==> src/rtl/display_scanner_if.sv <==
// Load/ack handshake bundle for display_scanner: new hex value, decimal points,
// load strobe and the frame-aligned acknowledge.
interface display_scanner_if #(
  parameter int unsigned NDIGITS = 8
) ();
  logic [4*NDIGITS-1:0] value_in;
  logic [NDIGITS-1:0]   dp_in;
  logic                 load;
  logic                 load_ack;

  modport master (output value_in, output dp_in, output load, input load_ack);
  modport slave  (input value_in, input dp_in, input load, output load_ack);
endinterface

==> src/rtl/display_scanner.sv <==
// Time-multiplexed common-anode seven-segment scanner with frame-aligned loads.
// Optional leading-zero suppression when DISPLAY_LZ_BLANK_EN is defined.
module display_scanner #(
  parameter int unsigned NDIGITS  = 8,
  parameter int unsigned PRESCALE = 50000
) (
  input  logic               clk,
  input  logic               reset_n,
  display_scanner_if.slave   ld,
  output logic [3:0]         digit_data,
  output logic [NDIGITS-1:0] digit_an,
  output logic               dp_n,
  output logic               blank
);
  localparam int unsigned PW = (PRESCALE > 1) ? $clog2(PRESCALE) : 1;
  localparam int unsigned IW = (NDIGITS > 1) ? $clog2(NDIGITS) : 1;
  localparam logic [PW-1:0] PRE_LAST = PW'(PRESCALE - 1);
  localparam logic [IW-1:0] IDX_LAST = IW'(NDIGITS - 1);

  logic [PW-1:0]        pre_q, pre_d;
  logic [IW-1:0]        idx_q, idx_d;
  logic [4*NDIGITS-1:0] disp_val_q, disp_val_d;
  logic [NDIGITS-1:0]   disp_dp_q, disp_dp_d;
  logic [4*NDIGITS-1:0] stage_val_q, stage_val_d;
  logic [NDIGITS-1:0]   stage_dp_q, stage_dp_d;
  logic                 pending_q, pending_d;
  logic                 ack_q, ack_d;
  logic                 tick, frame_end;

  assign tick      = (pre_q == PRE_LAST);
  assign frame_end = tick && (idx_q == IDX_LAST);

  always_comb begin
    pre_d       = tick ? '0 : pre_q + 1'b1;
    idx_d       = idx_q;
    disp_val_d  = disp_val_q;
    disp_dp_d   = disp_dp_q;
    stage_val_d = stage_val_q;
    stage_dp_d  = stage_dp_q;
    pending_d   = pending_q;
    ack_d       = 1'b0;
    if (tick) idx_d = (idx_q == IDX_LAST) ? '0 : idx_q + 1'b1;
    // A load coinciding with frame_end skips the stage and is shown directly.
    if (frame_end) begin
      pending_d = 1'b0;
      if (ld.load) begin
        disp_val_d = ld.value_in;
        disp_dp_d  = ld.dp_in;
        ack_d      = 1'b1;
      end else if (pending_q) begin
        disp_val_d = stage_val_q;
        disp_dp_d  = stage_dp_q;
        ack_d      = 1'b1;
      end
    end else if (ld.load) begin
      stage_val_d = ld.value_in;
      stage_dp_d  = ld.dp_in;
      pending_d   = 1'b1;
    end
  end

  always_ff @(posedge clk or negedge reset_n) begin
    if (!reset_n) begin
      pre_q       <= '0;
      idx_q       <= '0;
      disp_val_q  <= '0;
      disp_dp_q   <= '0;
      stage_val_q <= '0;
      stage_dp_q  <= '0;
      pending_q   <= 1'b0;
      ack_q       <= 1'b0;
    end else begin
      pre_q       <= pre_d;
      idx_q       <= idx_d;
      disp_val_q  <= disp_val_d;
      disp_dp_q   <= disp_dp_d;
      stage_val_q <= stage_val_d;
      stage_dp_q  <= stage_dp_d;
      pending_q   <= pending_d;
      ack_q       <= ack_d;
    end
  end

  assign ld.load_ack = ack_q;

`ifdef DISPLAY_LZ_BLANK_EN
  // zero_from[k]: every nibble from digit k up to the top digit is zero
  logic [NDIGITS-1:0] zero_from;
  always_comb begin
    logic acc;
    int unsigned k;
    acc       = 1'b1;
    zero_from = '0;
    for (int unsigned j = 0; j < NDIGITS; j++) begin
      k            = NDIGITS - 1 - j;
      acc          = acc & (disp_val_q[4*k +: 4] == 4'h0);
      zero_from[k] = acc;
    end
  end

  always_comb begin
    blank = 1'b0;
    for (int unsigned k = 1; k < NDIGITS; k++) begin
      if (idx_q == IW'(k)) blank = zero_from[k] & ~disp_dp_q[k];
    end
  end
`else
  assign blank = 1'b0;
`endif

  always_comb begin
    digit_data = '0;
    digit_an   = '1;
    dp_n       = 1'b1;
    for (int unsigned k = 0; k < NDIGITS; k++) begin
      if (idx_q == IW'(k)) begin
        digit_data = disp_val_q[4*k +: 4];
        if (!blank) begin
          digit_an[k] = 1'b0;
          dp_n        = ~disp_dp_q[k];
        end
      end
    end
  end
endmodule

==> src/flat_wrapper.sv <==
// flat-port wrapper written by rule: the top's interface ports become plain ports
module display_scanner_flat 
#(
  parameter int unsigned NDIGITS  = 8,
  parameter int unsigned PRESCALE = 50000
)
  (clk, reset_n, digit_data, digit_an, dp_n, blank, ld_value_in, ld_dp_in, ld_load, ld_load_ack);
  display_scanner_if #(.NDIGITS(NDIGITS)) ld_i ();
  input  logic clk;
  input  logic reset_n;
  output logic [3:0] digit_data;
  output logic [NDIGITS-1:0] digit_an;
  output logic dp_n;
  output logic blank;
  input wire logic [$bits(ld_i.value_in)-1:0] ld_value_in;
  input wire logic [$bits(ld_i.dp_in)-1:0] ld_dp_in;
  input wire logic [$bits(ld_i.load)-1:0] ld_load;
  output wire logic [$bits(ld_i.load_ack)-1:0] ld_load_ack;
  assign ld_i.value_in = ld_value_in;
  assign ld_i.dp_in = ld_dp_in;
  assign ld_i.load = ld_load;
  assign ld_load_ack = ld_i.load_ack;
  display_scanner #(.NDIGITS(NDIGITS), .PRESCALE(PRESCALE)) u_core (.clk(clk), .reset_n(reset_n), .ld(ld_i), .digit_data(digit_data), .digit_an(digit_an), .dp_n(dp_n), .blank(blank));
endmodule
==> config.mk <==
export PLATFORM = sky130hd
export DESIGN_NAME = display_scanner_flat
export DESIGN_NICKNAME = d
export VERILOG_FILES = /design/src/rtl/display_scanner_if.sv /design/src/rtl/display_scanner.sv /design/src/flat_wrapper.sv
export SDC_FILE = /design/constraint.sdc
export NUM_CORES = 1
export LEC_CHECK = 0
export CORE_MARGIN = 4
export CORE_UTILIZATION = 40
export CTS_CLUSTER_SIZE = 20
export DETAILED_ROUTE_END_ITERATION = 7
export SLEW_MARGIN = 20
export SYNTH_ARGS = -nofsm -noshare
export SYNTH_HDL_FRONTEND = slang
export SYNTH_SLANG_ARGS = --single-unit
==> constraint.sdc <==
create_clock -name clk -period 2.35 [get_ports clk]
set_input_delay 0.5875 -clock clk [delete_from_list [all_inputs] [get_ports clk]]
set_output_delay 0.5875 -clock clk [all_outputs]
set_load 0.01 [all_outputs]
### Word-level counts from Yosys, hierarchy flattened

Index checks and enable logic that the tools add are counted.

* flip-flop bits (word level): 101

* eq/ne operators: 8
* bitwise operators: 9
* $add $sub $neg: 2
* reductions and logical operators: 6
* multiplexer cells: 35

Operators by type and width (count)
* 32-bit two-way mux: 2
* 4-bit two-way mux: 8
* 1-bit two-way mux: 21
* 16-bit by 1-bit adder with 16-bit output (second input constant): 1
* 16-bit equality test (second input constant): 1
* 16-bit two-way mux: 1
* 8-bit two-way mux: 2
* 3-bit equality test (second input constant): 4
* 1-bit NOT: 9
* 3-bit by 2-bit equality test with 1-bit output (second input constant): 2
* 2-bit AND reduction: 2
* 2-bit nonzero test: 2
* 3-bit by 1-bit adder with 3-bit output (second input constant): 1
* 3-bit by 1-bit equality test with 1-bit output (second input constant): 1
* 3-bit zero test: 1
* 3-bit two-way mux: 1
* 1-bit logical AND: 1

### Longest topological paths before layout

Gate-level depths: netlist of run 1.

* word-level depth: 9
* depth in mapped cells: 8
* mapped depth without buffers: 6

### Worst setup path before layout of run 1

OpenSTA, ideal clock, no wires.

* path type: flip-flop to flip-flop
* start point: register u_core.pre_q[5]
* end point: register u_core.stage_val_q[18]
* buffers on the path: 2
* setup slack: -0.156 ns
* cell stages (with the launch flop): 7
* clock period less this slack: 2.506 ns
* arrival time: 2.382 ns
* setup time: 0.125 ns
* path through: dfrtp_1 -> or4_1 -> or4_1 -> buf_2 -> o31ai_4 -> buf_6 -> mux2_2

* cells in the longest elaborated chain, start to end: 4

RTL lines
* start, declared: line display_scanner.sv:20 `logic [PW-1:0] pre_q, pre_d;`
* start signal, assigned: line display_scanner.sv:73 `pre_q <= pre_d;`
* 16-bit equality test: line display_scanner.sv:30 `assign tick = (pre_q == PRE_LAST);`
* 1-bit logical AND: line display_scanner.sv:31 `assign frame_end = tick && (idx_q == IDX_LAST);`
* 1-bit NOT (no line)
* 2-bit AND reduction (no line)
* end signal, assigned: line display_scanner.sv:77 `stage_val_q <= stage_val_d;`
* end, declared: line display_scanner.sv:24 `logic [4*NDIGITS-1:0] stage_val_q, stage_val_d;`

Every way passes these cells.
A chain may end at the register's enable or synchronous reset.

### Worst setup path after layout of run 1

* start point: register u_core.idx_q[0]
* end point: output dp_n

* cells in the longest elaborated chain, start to end: 9
* elaborated cells on any way between the ends: 16

RTL lines
* start, declared: line display_scanner.sv:21 `logic [IW-1:0] idx_q, idx_d;`
* start signal, assigned: line display_scanner.sv:74 `idx_q <= idx_d;`
* 3-bit zero test: line display_scanner.sv:116 `if (idx_q == IW'(k)) begin`
* 1-bit two-way mux (7 in series): line display_scanner.sv:116
* 1-bit two-way mux *: line display_scanner.sv:116
* end, declared: line flat_wrapper.sv:13 `output logic dp_n;`

Every way passes the cells marked *; elsewhere a longest branch is shown, timed or not.

==> key figures, run 1 <==
Status
  – Status: finished with violations
  – Failing checks: negative setup slack

Drt
  – Via count: 3,710
  – Initial DRC Count: 257
  – DRC: 0
  – Antenna-violating nets left: 0
  – Avg WL per Cell: 18.9 um
  – Via density: 5.50
  – Aggregate routed wire length: between 10,000 and 15,000 um
  – DR pass1 iterations: 4

Finish
  – Post-route cell area: 0.00675 sq mm
  – Fillers: 953
  – Nets: 577
  – Area delta synth->final: 38.8%
  – Share of layout cells above drive strength 1: 0.299
  – Ant diodes: 0
  – Finished Layout Cells: a little under 700

Synth
  – Post-synth EDFFs: 0
  – Compound-cell area share of the yosys netlist: 0.148
  – Synth cell types: 41
  – Main synth FF type: dfrtp_1
  – Area fraction of the dominant cell type after synthesis: 0.520
  – Mean post-synth cell area: ~11 sq um
  – Top post-synthesis cells by count: 101 x dfrtp_1, 79 x o21ai_0, 42 x mux2i_1, 35 x mux2_2, 25 x clkbuf_1
  – Post-synth top area cell: dfrtp_1
  – Xor/xnor share of the synthesized area: 0.0198
  – Largest family of logic cells by synthesized area: multiplexers
  – Post-Syn Instances: 437
  – Sequential area share after synthesis: 0.520
  – Synthesized area: around 0.0049 sq mm
  – Ys async rst share: 1.00
  – Adder-Cell Fraction of Synth Area: 0.0180
  – Mux cell area share after synthesis: 0.182
  – Top area cells in the synthesized netlist: dfrtp_1 52%, mux2i_1 8.7%, o21ai_0 8.1%
  – Mapped Nets: about 490
  – Seq cells post-synth: 101
  – Yosys Warn Count: 0
  – Count leader, synth: dfrtp_1
  – Simple-Gate Fraction of Synth Area: 0.0636

GRT
  – Met2 Track Usage GR: 0.292
  – Vias in the first global route: around 3,900
  – Met1 Use GR: 0.233
  – Total gr overflow: 0
  – Met3 usage: 0.0573
  – Initial antenna violation count: 0
  – Largest net degree at the start of global routing: 41
  – Total GRT Usage: 0.181
  – Busiest grt layer: met2
  – Global-route wire length before repair: 20,100 um

Worst setup path
  – Worst Setup End Kind: output port
  – Worst Path Required: 1.76 ns
  – Crit-path slowest cell: dfrtp_1
  – Crit-path leading delay family: compound AO/OA/AOI/OAI gates
  – Worst R2R Path Depth: 7
  – WP buf/inv: 1
  – Crit. path cell count: 7
  – Arrival @ worst endpoint: 2.14 ns
  – RR Startpoint: u_core.pre_q[12]
  – Startpoint types: flip-flop
  – CP Max Fanout: 5
  – Worst-path cell chain: ha_2 -> ha_4 -> or2_4 -> a221o_1 -> a32oi_2 -> o22ai_2 -> buf_2
  – CP max stage delay: 0.42 ns
  – Crit path from: u_core.idx_q[0]
  – CP Class: reg -> out

Pwr
  – Pwr Total: 0.00402 W
  – Max IR drop VDD: 0.546 mV
  – Cell Pwr Density: ~600 mW/mm^2
  – Lkg Pwr: a little over 3 nW

Floorplan
  – I/O Pins: 58
  – Initial Util: 0.417
  – Die Width: around 120 um
  – Die area: 0.0140 sq mm
  – Core area: 0.0117 sq mm
  – Overall die height: about 120 um
  – Row cnt: 39

STA
  – Period utilisation layout: 1.16
  – Final hold violation count: 0
  – Tmin final: 2.73 ns
  – Final setup violation count: 45
  – Final Skew: 0.00597 ns
  – RSZ-0062 raised after global routing: yes
  – Final setup margin: -0.382 ns
  – Fmax: 0.366 GHz
  – Setup TNS: -4.82 ns
  – Final Max Slew Viols: 0

Place
  – Cell Count Post-Placement: between 600 and 700
  – Port Buf Inserts: 56
  – Routability Congestion: 0.916
  – DP Area: between 0.006 and 0.007 sq mm
  – Dpl ws: -0.488 ns
  – Dpl hpwl: between 8000 and 9000 um

Clocking
  – Clk Tree Root Cell: clkbuf_16
  – Hold_buf cts: 0
  – Clock slew at reported path FFs: 0.07 ns
  – Worst skew pair latency: roughly 0.36 ns
  – Clock sink count: 101
  – CTS tree: built
  – Clock Path Buffers: 2
  – CTS buffer count: 9
  – H-tree levels: 3

Hold path
  – Worst hold path class: in -> async

Run
  – Total of max-cap violations: 0
[flip-flops by register name (all words and copies together) (netlist names)]
register,flops
u_core.stage_val_q,32
u_core.disp_val_q,32
u_core.pending_q,1
u_core.idx_q,3
u_core.ld.load_ack,1
u_core.stage_dp_q,8
u_core.pre_q,16
u_core.disp_dp_q,8
[cell families after synthesis]
logic type               Yosys count
AND/OR/NAND/NOR                   60
adder cells (fa/ha/maj)            7
multiplexers                      83
XOR/XNOR                          11
AO/OA/AOI/OAI                    121
flip-flops                       101
other                              1
buffers and inverters             53
[final timing paths]
path | endpoint | slack [ns]
min in group clk | u_core.stage_val_q[11] | 0.51
max reg2reg | u_core.stage_val_q[4] | -0.11
max | dp_n | -0.38
max in group asynchronous | u_core.disp_val_q[30] | 1.66
min reg2reg | u_core.stage_val_q[11] | 0.51
min | u_core.stage_dp_q[4] | 0.14
[power breakdown]
| part | internal, W | total [W] | switching (W) | leakage [nW] |
|---|---|---|---|---|
| Combinational | 0.000283 | 0.000471 | 0.000188 | 1.60 |
| Sequential | 0.00183 | 0.00189 | 0.0000589 | 1.28 |
| Clock | 0.000991 | 0.00165 | 0.000662 | 0.154 |
[timing repair]
action                                  4_1_cts  5_1_grt
setup buffers                                 9        2
resized for setup                            63       66
endpoints found under the hold margin         0        0
gates cloned                                  4        2
endpoints found under the setup margin       93       88
pin swaps                                    11       12
[per-stage QoR]
stage | hold WS (ns) | util
2_1_floorplan | 0.292 | -
6_report | 0.143 | 0.578
3_3_place_gp | 0.480 | 0.515
4_1_cts | 0.147 | 0.566
5_1_grt | 0.152 | 0.578
3_5_place_dp | 0.491 | 0.515
[metal layers]
metal,wire [um],up-vias
li1,-,1749
met1,5630,1857
met2,6240,84
met3,670,20
met4,220,0
met5,0,-
[layout by cell type, fill, tap and decap left out, types with 5 or more instances in the layout]
cell type        Yosys  routed
o21ai_2              0      12
mux2_4               0      40
dfrtp_1            101     101
inv_1               19      18
xor2_1               6       6
nor2_1              10      10
clkbuf_16            0      11
buf_6                4       5
buf_2                2       8
buf_4                1      35
xnor2_1              5       5
nand3b_1             5       5
o21ai_0             79      34
nand2_1             18      18
a221oi_1            10       6
clkdlybuf4s50_1      0      41
a21oi_1             10      10
buf_12               0       9
dlygate4sd2_1        0       6
mux2i_1             42      42
o21ai_1              2      35
nand3_1              8       8
[area by class of cell]
| cell class | instances | area (sq um) | share of cell area |
|---|---|---|---|
| Timing Repair Buffer | 111 | 1180 | 0.175 |
| Clock inverter | 5 | 82.6 | 0.0122 |
| Clock buffer | 11 | 253 | 0.0375 |
| Tap cell | 143 | 179 | 0.0265 |
| Inverter | 21 | 92.6 | 0.0137 |
| Sequential cell | 101 | 2530 | 0.375 |
| Multi-Input combinational cell | 283 | 2430 | 0.361 |
Power figures use the tool's default switching activity.
==> run 2: changes to the inputs <==
- CORE_UTILIZATION: 40 -> 44
- PLACE_DENSITY: default -> 0.68
==> run 2 against run 1 <==
The run still ends with negative setup slack left. Fmax down 1.5%. Setup slack lost 0.043 ns. Final cell count rose by 1.2%. Utilization up 5.0 points. Via count is 4.7% higher. Clock power fell by 34%. Largest cell class is now multi-input gates. Highest routed layer unchanged.
==> key figures, run 2 (synthesized netlist as in run 1, its figures left out) <==
Finish
  – Top Registers: u_core.disp_val_q (32), u_core.stage_val_q (32), u_core.pre_q (16)
  – Post-route cell area: about 0.0068 sq mm
  – Area delta synth->final: 40.2%
  – Post-layout util: 0.628
  – Most common cell after layout, fill and taps aside: dfrtp_1
  – Fillers: 835
  – Most frequent cells in the layout: 100 x dfrtp_1, 42 x mux2i_1, 41 x clkdlybuf4s50_1
  – Nets: 589
  – FF/Latch Area: around 0.0025 sq mm
  – Ant diodes: 0
  – Share of layout cells above drive strength 1: 0.368
  – Area of the multi-input gates: about 0.0026 sq mm

GRT
  – Total GRT Usage: 0.196
  – Global-route wire length before repair: 19,900 um
  – Vias in the first global route: roughly 4,000
  – Initial antenna violation count: 0
  – Largest net degree at the start of global routing: 46
  – Total gr overflow: 0

Drt
  – Via count: 3,883
  – Antenna-violating nets left: 0
  – Via density: 5.69
  – Aggregate routed wire length: 13,400 um
  – Top routing layer in use: met4
  – Routed wire length on met3: 615 um
  – Met1 Wirelength: 5760 um
  – Avg WL per Cell: 19.6 um
  – DRC: 0
  – DR pass1 iterations: 5
  – Initial DRC Count: 302
  – Routed wl met2: 6660 um

Worst setup path
  – Crit-path slowest cell: dfrtp_2
  – Worst-path cell chain: ha_4 -> ha_4 -> or2_4 -> a221o_1 -> a32oi_1 -> o22ai_2 -> buf_2
  – Worst Setup End Kind: output port
  – CP Max Fanout: 5
  – Worst R2R Setup Slack: -0.13 ns
  – CP Class: reg -> out
  – CP max stage delay: 0.46 ns
  – Most common cell on crit path: ha_4
  – Worst Path Required: 1.76 ns
  – Startpoint types: flip-flop
  – Arrival @ worst endpoint: ~2.2 ns

Floorplan
  – Die area: 0.0128 sq mm
  – Initial Util: 0.448
  – Die Width: 113 um
  – I/O Pins: 58
  – Overall die height: 113 um
  – Row cnt: 38
  – Core area: 0.0108 sq mm

Status
  – Status: finished with violations
  – Failing checks: negative setup slack

Pwr
  – Max IR drop VDD: 0.463 mV
  – Cell Pwr Density: 503 mW/mm^2
  – Pwr Total: 0.00343 W
  – Lkg Pwr: 3.08 nW

Place
  – DP Area: ~0.006 sq mm
  – Routability Congestion: 0.939
  – Dpl hpwl: 7890 um
  – Port Buf Inserts: between 50 and 60

STA
  – Fmax: 0.360 GHz
  – Final setup violation count: 44
  – Final Skew: approximately 0.01 ns
  – Final setup margin: -0.425 ns
  – Period utilisation layout: 1.18
  – RSZ-0062 raised after global routing: yes
  – Final hold violation count: 0
  – Tmin final: 2.77 ns
  – Worst hold slack: 0.0848 ns
  – Final Max Slew Viols: 0

Clocking
  – CTS tree: built
  – CTS buffer count: 9
  – Clk Tree Root Cell: clkbuf_8
  – Hold_buf cts: 0
  – Worst skew pair latency: 0.38 ns
  – Clock slew at reported path FFs: 0.10 ns
  – H-tree levels: 3
  – Clock Path Buffers: 2
  – Clock sink count: between 100 and 150

Hold path
  – Worst hold path class: in -> async

Run
  – Total of max-cap violations: 0
## run 2: changes by cell type in the layout (fill, tap and decap cells not counted), moves of 5 or more
cell           previous run  this run
o21ai_2                  12        29
dlygate4sd2_1             6         1
buf_6                     5        17
a221oi_1                  6         0
clkbuf_8                  2         9
clkbuf_16                11         4
o21ai_1                  35        13
a221oi_2                  4         9
o21ai_0                  34        39
## run 2: through the flow
| stage | std cells | worst slack (ns) | TNS, ns |
|---|---|---|---|
| 2_1_floorplan | 437 | -0.0234 | -0.0234 |
| 3_3_place_gp | 640 | -0.402 | -12.41 |
| 3_5_place_dp | 640 | -0.439 | -16.18 |
| 4_1_cts | 668 | -0.433 | -4.41 |
| 5_1_grt | 683 | -0.491 | -7.43 |
| 6_report | 683 | -0.425 | -4.25 |
## run 2: what timing repair did
item | in CTS | in global routing
gates resized for setup | 108 | 78
endpoints found under the setup margin | 98 | 94
endpoints found under the hold margin | 0 | 0
buffers inserted | 10 | 13
pin swaps | 10 | 44
gates cloned | 3 | 6
## run 2: layer usage
layer | global-route usage | vias to the layer above
met5 | 0 | -
met4 | 0.0665 | 0
met3 | 0.0481 | 31
met2 | 0.324 | 119
met1 | 0.254 | 1974
li1 | - | 1759
## run 2: path summary, 6_finish.rpt
kind | startpoint | endpoint | depth (start not counted)
max | u_core.idx_q[0] | dp_n | 7
min | reset_n | u_core.pre_q[8] | 1
max reg2reg | u_core.pre_q[12] | u_core.stage_val_q[11] | 7
min reg2reg | u_core.pre_q[9] | u_core.pre_q[9] | 1
max in group asynchronous | reset_n | u_core.stage_val_q[30] | 2
min in group clk | u_core.pre_q[9] | u_core.pre_q[9] | 1
## run 2: where the power goes
part	switching [W]	leakage [nW]	total, W	internal, W
Sequential	0.0000607	1.28	0.00189	0.00183
Combinational	0.000186	1.72	0.000446	0.000260
Clock	0.000604	0.0854	0.00109	0.000486
Total	0.000851	3.08	0.00343	0.00258
## run 2: cell type report
type                    instances  share of cell area
multi-input cells             283               0.377
flip-flops and latches        101               0.371
repair buffers                123               0.186
well taps                     140              0.0257
clock buffers                  11              0.0193
inverters                      21              0.0136
clock inverters                 4             0.00735
## run 2: worst max-delay path: cells and delay by family (launching register included)
| family | cells | cell delay [ns] |
|---|---|---|
| adder cells (fa/ha/maj) | 2 | 0.34 |
| buffers and inverters | 1 | 0.15 |
| flip-flops | 1 | 0.46 |
| AND/OR/NAND/NOR | 1 | 0.26 |
| AO/OA/AOI/OAI | 3 | 0.58 |
==> run 3: changes to the inputs <==
- GPL_ROUTABILITY_DRIVEN: default -> 0
==> run 3 against run 2 <==
The run still ends with negative setup slack left. Highest routed layer unchanged. Via count up 1.5%. Sequential power hardly changed. Wire length increased by 2.3%. Count of clock-buffer cells in the layout rose by 1. Power shrank 2.3%. Largest power group unchanged. Critical path depth did not move. Utilization increased by 1.0 points.
==> key figures, run 3 (synthesized netlist as in run 1, its figures left out) <==
STA
  – Final setup margin: -0.482 ns
  – Relative slew slack: 0.537
  – Setup TNS: -7.99 ns
  – Final hold violation count: 0
  – RSZ-0062 raised after global routing: yes
  – Period utilisation layout: 1.21
  – Tmin final: about 2.8 ns
  – Final Skew: 0.0133 ns
  – Final setup violation count: 89
  – Fmax: 0.353 GHz
  – Slew @ Worst Pin: between 0.6 and 0.7 ns
  – Final Max Slew Viols: 0

Drt
  – Via density: 5.77
  – Avg WL per Cell: 20.1 um
  – Initial DRC Count: 347
  – DRC: 0
  – Via count: 3,942
  – Aggregate routed wire length: roughly 14,000 um
  – Antenna-violating nets left: 0
  – DR pass1 iterations: 7

Finish
  – Top Registers: u_core.disp_val_q (32), u_core.stage_val_q (32), u_core.pre_q (16)
  – Most common cell after layout, fill and taps aside: dfrtp_1
  – Fillers: 789
  – Area delta synth->final: 42.4%
  – FF/Latch Area: 0.00253 sq mm
  – Most frequent cells in the layout: 99 x dfrtp_1, 42 x mux2i_1, 42 x clkdlybuf4s50_1
  – Nets: 588
  – Area of the multi-input gates: 0.00258 sq mm
  – Share of layout cells above drive strength 1: 0.368
  – Ant diodes: 0

Pwr
  – Sw frac: 0.251
  – Lkg Pwr: 3.12 nW
  – Pwr Total: 0.00335 W
  – Max IR drop VDD: roughly 0.45 mV
  – Cell Pwr Density: 484 mW/mm^2
  – Pint: 0.00251 W
  – Switching pwr: 0.000842 W
  – Clock power share: 0.299
  – Combinational share of power: 0.136
  – Flop pwr share: 0.565

Floorplan
  – Core area: roughly 0.011 sq mm
  – Die Width: between 100 and 150 um
  – Initial Util: 0.448
  – Overall die height: 113 um
  – Die area: 0.0128 sq mm
  – Row cnt: 38
  – I/O Pins: 58

GRT
  – Global-route wire length before repair: roughly 22,000 um
  – Total GRT Usage: 0.217
  – Largest net degree at the start of global routing: 102
  – Vias in the first global route: 4,226
  – Total gr overflow: 0
  – Initial antenna violation count: 0

Clocking
  – Hold_buf cts: 0
  – Clock slew at reported path FFs: 0.10 ns
  – Clock sink count: just over 100
  – CTS buffer count: 9
  – Clock Path Buffers: 2
  – H-tree levels: 3
  – CTS tree: built
  – Clk Tree Root Cell: clkbuf_8
  – Worst skew pair latency: 0.37 ns

Worst setup path
  – Worst Path Required: 1.76 ns
  – Arrival @ worst endpoint: around 2.2 ns
  – Crit path to: dp_n
  – Worst R2R Path Depth: 9
  – CP Class: reg -> out
  – Worst R2R Setup Slack: -0.20 ns
  – Startpoint types: flip-flop
  – RR Startpoint: u_core.idx_q[0]
  – CP Max Fanout: 5
  – Worst Setup End Kind: output port
  – Crit path from: u_core.idx_q[0]
  – RR Endpoint: u_core.disp_dp_q[2]

Run
  – Total of max-cap violations: 0

Place
  – Dpl hpwl: 7730 um
  – Port Buf Inserts: 56

Status
  – Failing checks: negative setup slack
  – Status: finished with violations

Hold path
  – Worst hold path class: in -> async
-- run 3: through the flow --
step / utilization / setup WS, ns / cell area, sq um / hold slack, ns / cells
final: 0.639 / -0.482 / 6920 / 0.273 / 683
after global routing: 0.639 / -0.550 / 6920 / 0.310 / 683
after CTS: 0.644 / -0.430 / 6980 / 0.303 / 687
after detailed placement: 0.546 / -0.440 / 5920 / 0.490 / 637
after global placement: 0.546 / -0.398 / 5920 / 0.486 / 637
after floorplan: - / -0.0234 / 5050 / 0.292 / 437
-- run 3: routing by layer --
metal / wire length (um) / part of all wire / global-route usage
met1: 5780 / 0.42 / 0.273
met4: 530 / 0.039 / 0.0986
met3: 763 / 0.056 / 0.0556
met2: 6650 / 0.48 / 0.353
met5: 0 / 0 / 0
-- run 3: how the worst min path moves through the flow --
| stage | startpoint | end | slack (ns) | cells past startpoint |
|---|---|---|---|---|
| 3_5_place_dp | u_core.stage_val_q[28] | u_core.stage_val_q[28] | 0.49 | 1 |
| 5_1_grt | reset_n | u_core.pre_q[2] | 0.31 | 2 |
| 3_3_place_gp | u_core.stage_val_q[18] | u_core.stage_val_q[18] | 0.49 | 1 |
| 2_1_floorplan | reset_n | u_core.disp_dp_q[0] | 0.29 | 0 |
| 6_report | reset_n | u_core.stage_val_q[0] | 0.27 | 2 |
| 4_1_cts | reset_n | u_core.pre_q[8] | 0.30 | 2 |
-- run 3: cell type report --
type	instances	area share
Tap cell	140	0.0253
Inverter	21	0.0123
Sequential cell	101	0.366
Clock buffer	12	0.0210
Timing Repair Buffer	122	0.200
Multi-Input combinational cell	283	0.373
Clock inverter	4	0.00343
-- run 3: power groups by stage --
stage / clock network, W / registers [W] / logic, W
detailed placement: 0 / 0.00192 / 0.000399
CTS: 0.00103 / 0.00189 / 0.000470
floorplan: 0 / 0.00190 / 0.000237
global placement: 0 / 0.00192 / 0.000391
finish: 0.00100 / 0.00189 / 0.000456
global route: 0.00108 / 0.00190 / 0.000492
-- run 3: repair_timing --
| item | in CTS | in global routing |
|---|---|---|
| gates resized for setup | 165 | 38 |
| cloned | 12 | 0 |
| setup buffers | 22 | 3 |
| pin swaps | 50 | 14 |
| endpoints found under the setup margin | 95 | 104 |
-- run 3: worst max-delay path, stage by stage, from the launching register on --
cell and delay [ns]:
dfrtp_2 0.46, ha_4 0.19, ha_4 0.16, or2_4 0.26, a221o_1 0.27, a32oi_1 0.26
o22ai_2 0.11, buf_2 0.16
